===== src/rtl/phold_engine.sv =====
// PHOLD benchmark engine: seeds one event per LP, then pops min-time events and schedules random successors.
// Optional PHOLD_TRACE_EN prints every generated event during simulation.
module phold_engine #(
    parameter int unsigned NUM_LP    = 4,
    parameter int unsigned TIME_W    = 14,
    parameter int unsigned MIN_DELAY = 1,
    parameter logic [15:0] SEED      = 16'hACE1,
    localparam int unsigned LP_W     = $clog2(NUM_LP)
) (
    input  logic                   CLK,
    input  logic                   reset,
    input  logic                   start,
    input  logic [TIME_W-1:0]      end_time,
    output logic                   q_enq,
    output logic [TIME_W+LP_W-1:0] q_enq_data,
    input  logic                   q_full,
    output logic                   q_deq,
    input  logic [TIME_W+LP_W-1:0] q_deq_data,
    input  logic                   q_empty,
    output logic [TIME_W-1:0]      gvt,
    output logic [31:0]            evt_count,
    output logic                   busy,
    output logic                   done
);

    localparam int unsigned SUM_W = TIME_W + 8;
    localparam logic [LP_W-1:0] LAST_LP = LP_W'(NUM_LP - 1);

    typedef enum logic [2:0] {IDLE, INIT, PROC, GEN, DONE} state_t;

    state_t            state, state_nx;
    logic [TIME_W-1:0] end_q;
    logic [TIME_W-1:0] held_t;
    logic [LP_W-1:0]   idx;
    logic [15:0]       lfsr;

    logic [TIME_W-1:0] head_t;
    logic              past_end;
    logic [SUM_W-1:0]  sum;
    logic [TIME_W-1:0] new_t;
    logic [LP_W-1:0]   dest;
    logic              fb;

    assign head_t   = q_deq_data[TIME_W+LP_W-1 -: TIME_W];
    assign past_end = head_t > end_q;

    // Wide sum so any carry past TIME_W bits is visible for saturation.
    assign sum   = SUM_W'(held_t) + SUM_W'(MIN_DELAY) + SUM_W'(lfsr[6:0]);
    assign new_t = (|sum[SUM_W-1:TIME_W]) ? '1 : sum[TIME_W-1:0];
    assign dest  = lfsr[15 -: LP_W];
    assign fb    = lfsr[15] ^ lfsr[13] ^ lfsr[12] ^ lfsr[10];

    assign busy = state inside {INIT, PROC, GEN};
    assign done = (state == DONE);

    always_comb begin
        state_nx   = state;
        q_enq      = 1'b0;
        q_deq      = 1'b0;
        q_enq_data = '0;
        case (state)
            IDLE: if (start) state_nx = INIT;
            INIT: begin
                q_enq_data = {{TIME_W{1'b0}}, idx};
                if (!q_full) begin
                    q_enq = 1'b1;
                    if (idx == LAST_LP) state_nx = PROC;
                end
            end
            PROC: begin
                if (!q_empty) begin
                    if (past_end) begin
                        state_nx = DONE;
                    end else begin
                        q_deq    = 1'b1;
                        state_nx = GEN;
                    end
                end
            end
            GEN: begin
                q_enq_data = {new_t, dest};
                if (!q_full) begin
                    q_enq    = 1'b1;
                    state_nx = PROC;
                end
            end
            DONE:    state_nx = IDLE;
            default: state_nx = IDLE;
        endcase
        // Queue handshakes are suppressed on the reset edge so an aborted run never pushes or pops.
        if (reset) begin
            q_enq = 1'b0;
            q_deq = 1'b0;
        end
    end

    always_ff @(posedge CLK) begin
        if (reset) begin
            state     <= IDLE;
            gvt       <= '0;
            evt_count <= '0;
            lfsr      <= SEED;
            idx       <= '0;
            end_q     <= '0;
            held_t    <= '0;
        end else begin
            state <= state_nx;
            case (state)
                IDLE: begin
                    if (start) begin
                        end_q     <= end_time;
                        evt_count <= '0;
                        idx       <= '0;
                        lfsr      <= SEED;
                    end
                end
                INIT: if (!q_full && idx != LAST_LP) idx <= idx + 1'b1;
                PROC: begin
                    if (!q_empty) begin
                        gvt <= head_t;
                        if (!past_end) held_t <= head_t;
                    end
                end
                GEN: begin
                    if (!q_full) begin
                        evt_count <= evt_count + 32'd1;
                        lfsr      <= {lfsr[14:0], fb};
                    end
                end
                default: ;
            endcase
        end
    end

`ifdef PHOLD_TRACE_EN
    always_ff @(posedge CLK) begin
        if (!reset && state == GEN && !q_full)
            $display("%0t phold gen: held=%0d new=%0d dest=%0d", $time, held_t, new_t, dest);
    end
`else
    // No trace output in the default build.
`endif

endmodule


===== config.mk =====
export PLATFORM = sky130hd
export DESIGN_NAME = phold_engine
export DESIGN_NICKNAME = d
export VERILOG_FILES = /design/src/rtl/phold_engine.sv
export SDC_FILE = /design/constraint.sdc
export NUM_CORES = 1
export LEC_CHECK = 0
export BUFFER_PORTS_ARGS = -buffer_cell sky130_fd_sc_hd__buf_2
export CORE_MARGIN = 5
export CORE_UTILIZATION = 55
export CTS_CLUSTER_SIZE = 10
export DETAILED_ROUTE_END_ITERATION = 8
export HOLD_SLACK_MARGIN = 0.03
export PLACE_DENSITY = 0.8
export SLEW_MARGIN = 40
export SYNTH_ARGS = -nofsm -noshare
export SYNTH_HDL_FRONTEND = slang
export SYNTH_SLANG_ARGS = --single-unit

===== constraint.sdc =====
create_clock -name CLK -period 3.4 [get_ports CLK]
set_input_delay 0.34 -clock CLK [delete_from_list [all_inputs] [get_ports CLK]]
set_output_delay 0.34 -clock CLK [all_outputs]
set_load 0.1 [all_outputs]

==> results.toml <==
[floorplanning]
coreArea_sq_mm = 0.008721
start_util = 0.5624
num_rows = 34
io_pins = 101
die_area_sq_mm = 0.01091
die_h_microns = 104.4
die_width_microns = 104.4

[finish]
diodes = 0
drive_gt1_frac = 0.1888
postLayoutCoreUtil = 0.6494
nNetsFinal = 748
finalNonFillerCells = 802
syn_to_final_growth_pct = 15.46

[route]
drt-initial-drc-count = 205
ant_nets = 0
via_per_inst = 5.469
remaining_drc_errors = 0
vias = 4386
wl_per_cell_microns = 14.10
drt_pre_antenna_iters = 4
drt_wl_total_mm = 11.31

[clocking]
cts_tree = "yes"
clockRootBuffer = "clkbuf_8"
htreeDepth = 3
cts_made_buffers = 9
clock_sinks = 95
clockBufferDepth = 2
clk_pin_slew_ps = 100
clock_latency_ps = 370
cts_setup_buffers = 0

[sta]
worst_pin_slew_ps = 617.9
max_freq_mhz = 310.3
setup_viol = 0
drv_slew = 0
skew_ps = 16.46
hold_violations = 0
period_share = 0.9480
slew_headroom = 0.5774
setup_slack_ps = 176.9
grt_setup_unrepaired = "no"
finalCriticalPeriod_ps = 3223

[critical_path]
cp_slowest_stage_delay_ps = 440
critPathCaptureType = "primary output"
crit_type = "flop to primary output"
path_max_fanout = 5
ff2ff_setup_slack_ps = 1040
crit_required_ps = 3060
cp-start-kind = "flop"
crit_slowest_cell = "buf_2"
cp_common_cell = "inv_1"
worstPathArrival_ps = 2880
path_cells = "inv_1, ha_1, inv_1, fa_1, a211o_1, o211ai_1, a21oi_1, and4_1, nor3_2, buf_2"

[global_routing]
grt_overflow = 0
track_usage = 0.2084
grt_max_degree = 55
grt_pass1_wl_mm = 19.35
grt_pass1_vias = 4123
antenna_found_initial = 0

[logic_synthesis]
synth.distinct_cells = 47
synth_area_per_cell_sq_um = 8.120
ys_ff_latch = 95
synth_ff_type = "dfxtp_1"
synth_nets = 663
netlist_instances = 604
yosysWarnings = 0
synth_edf_count = 0
syn_area_sq_mm = 0.004905
synth-async-reset-ratio = 0
synth_seq_area_share = 0.3878

[placed_design]
dpl.hpwl_mm = 8.445
post-place-ws_ps = 526.3
dp_cells = 786
gp_congestion = 0.8632
io_buffers = 98

[run]
maxCapViolCount = 0

[power]
p_total_uw = 2012
p_per_area_mw_per_mm2 = 355.3
p_leak_uw = 0.002336
max-vdd-ir-drop_mv = 0.2340

[hold_path]
worstHoldPathType = "primary input to flop"

[status]
status = "finished clean"
through the flow:
| stage | cell area, sq um | TNS, ps | hold slack (ps) |
|---|---|---|---|
| 6_report | 5663 | 0 | 203.3 |
| 5_1_grt | 5663 | 0 | 189.3 |
| 4_1_cts | 5660 | 0 | 184.0 |
| 3_5_place_dp | 5474 | 0 | 443.3 |
| 3_3_place_gp | 5469 | 0 | 439.0 |
| 2_1_floorplan | 4918 | -488.9 | 432.1 |
path summary, 6_finish.rpt:
kind                      from              to  cells after the start
hold / removal    end_time[13]       end_q[13]                      3
hold reg to reg         gvt[3]          gvt[3]                      2
setup reg to reg      state[1]   evt_count[21]                      5
setup / recovery       lfsr[0]  q_enq_data[12]                     10
area by class of cell:
type                    instances  area [sq um]
multi-input cells             449          2778
inverters                      31         116.4
clock inverters                 7         62.56
repair buffers                103         545.5
well taps                     108         135.1
fillers                       743          3058
clock buffers                   9         123.9
flip-flops and latches         95          1902
cell families after synthesis:
group | after synthesis | synth area share
xor+xnor | 31 | 0.05536
compound gates | 117 | 0.1454
buf+inv | 60 | 0.04974
flops | 95 | 0.3878
simple gates | 259 | 0.2622
fa+ha+maj | 24 | 0.06276
mux | 18 | 0.03673
routing by layer:
metal | vias to the layer above | share of wire | GRT usage
li1 | 2238 | - | -
met1 | 2030 | 0.45 | 0.2745
met2 | 99 | 0.48 | 0.3416
met3 | 19 | 0.047 | 0.04593
met4 | 0 | 0.018 | 0.06013
met5 | - | 0 | 0
report_power, final:
group          leakage, uW  total [uW]  switching [uW]  internal, uW
Sequential        0.000768        1130            7.57          1120
Clock            0.0000980         716             433           283
Combinational      0.00147         165             105          59.4
repair_timing:
item | 4_1_cts | 5_1_grt
hold buffers | 0 | 0
resized for setup | 0 | 1
endpoints found under the setup margin | 0 | 1
endpoints found under the hold margin | 0 | 0
synth_stat cells, types with 2 or more instances:
cell type | count | area share
dfxtp_1 | 95 | 0.39
nand2_1 | 88 | 0.067
a21oi_1 | 68 | 0.069
nor2_1 | 58 | 0.044
nand2b_1 | 32 | 0.041
inv_1 | 31 | 0.024
clkbuf_1 | 23 | 0.018
ha_1 | 23 | 0.059
nand3_1 | 19 | 0.019
mux2i_1 | 18 | 0.037
xnor2_1 | 18 | 0.032
nor3_1 | 16 | 0.016
o21ai_0 | 13 | 0.013
xor2_1 | 13 | 0.023
nand4_1 | 12 | 0.015
or3_1 | 8 | 0.010
o21bai_1 | 7 | 0.011
a211o_1 | 4 | 0.0071
a21o_1 | 4 | 0.0061
and3_1 | 4 | 0.0051
o211ai_1 | 4 | 0.0061
a2111o_1 | 3 | 0.0069
and2_1 | 3 | 0.0038
and4_1 | 3 | 0.0054
buf_2 | 3 | 0.0031
nor2b_1 | 3 | 0.0038
nor4_1 | 3 | 0.0038
nor4_4 | 3 | 0.013
a211oi_1 | 2 | 0.0031
a21boi_0 | 2 | 0.0031
buf_6 | 2 | 0.0046
nand3b_1 | 2 | 0.0031
o211a_1 | 2 | 0.0041
o31ai_1 | 2 | 0.0031
sequential cells by signal, summed over array words and instances, names as in the netlist:
register / count
end_q: 14
held_t: 14
state: 3
evt_count: 32
gvt: 14
idx: 2
lfsr: 16
worst max-delay path, delay by kind of cell, from the launching register on:
kind / cells / cell delay (ps)
adder cells (fa/ha/maj): 2 / 560
AO/OA/AOI/OAI: 3 / 680
buffers and inverters: 3 / 550
flip-flops: 1 / 340
AND/OR/NAND/NOR: 2 / 390
cells in the final DEF, fill, tap and decap left out, drive strengths merged, types with 13 or more instances in the layout:
| cell type | Yosys | routed |
|---|---|---|
| nand2b | 32 | 32 |
| xnor2 | 18 | 18 |
| nand4 | 13 | 13 |
| o21ai | 13 | 13 |
| xor2 | 13 | 13 |
| ha | 23 | 23 |
| buf | 6 | 102 |
| nor3 | 16 | 16 |
| nand2 | 88 | 88 |
| a21oi | 69 | 69 |
| nor2 | 58 | 58 |
| mux2i | 18 | 18 |
| dfxtp | 95 | 95 |
| inv | 31 | 35 |
| nand3 | 19 | 19 |
Power figures use the tool's default switching activity.
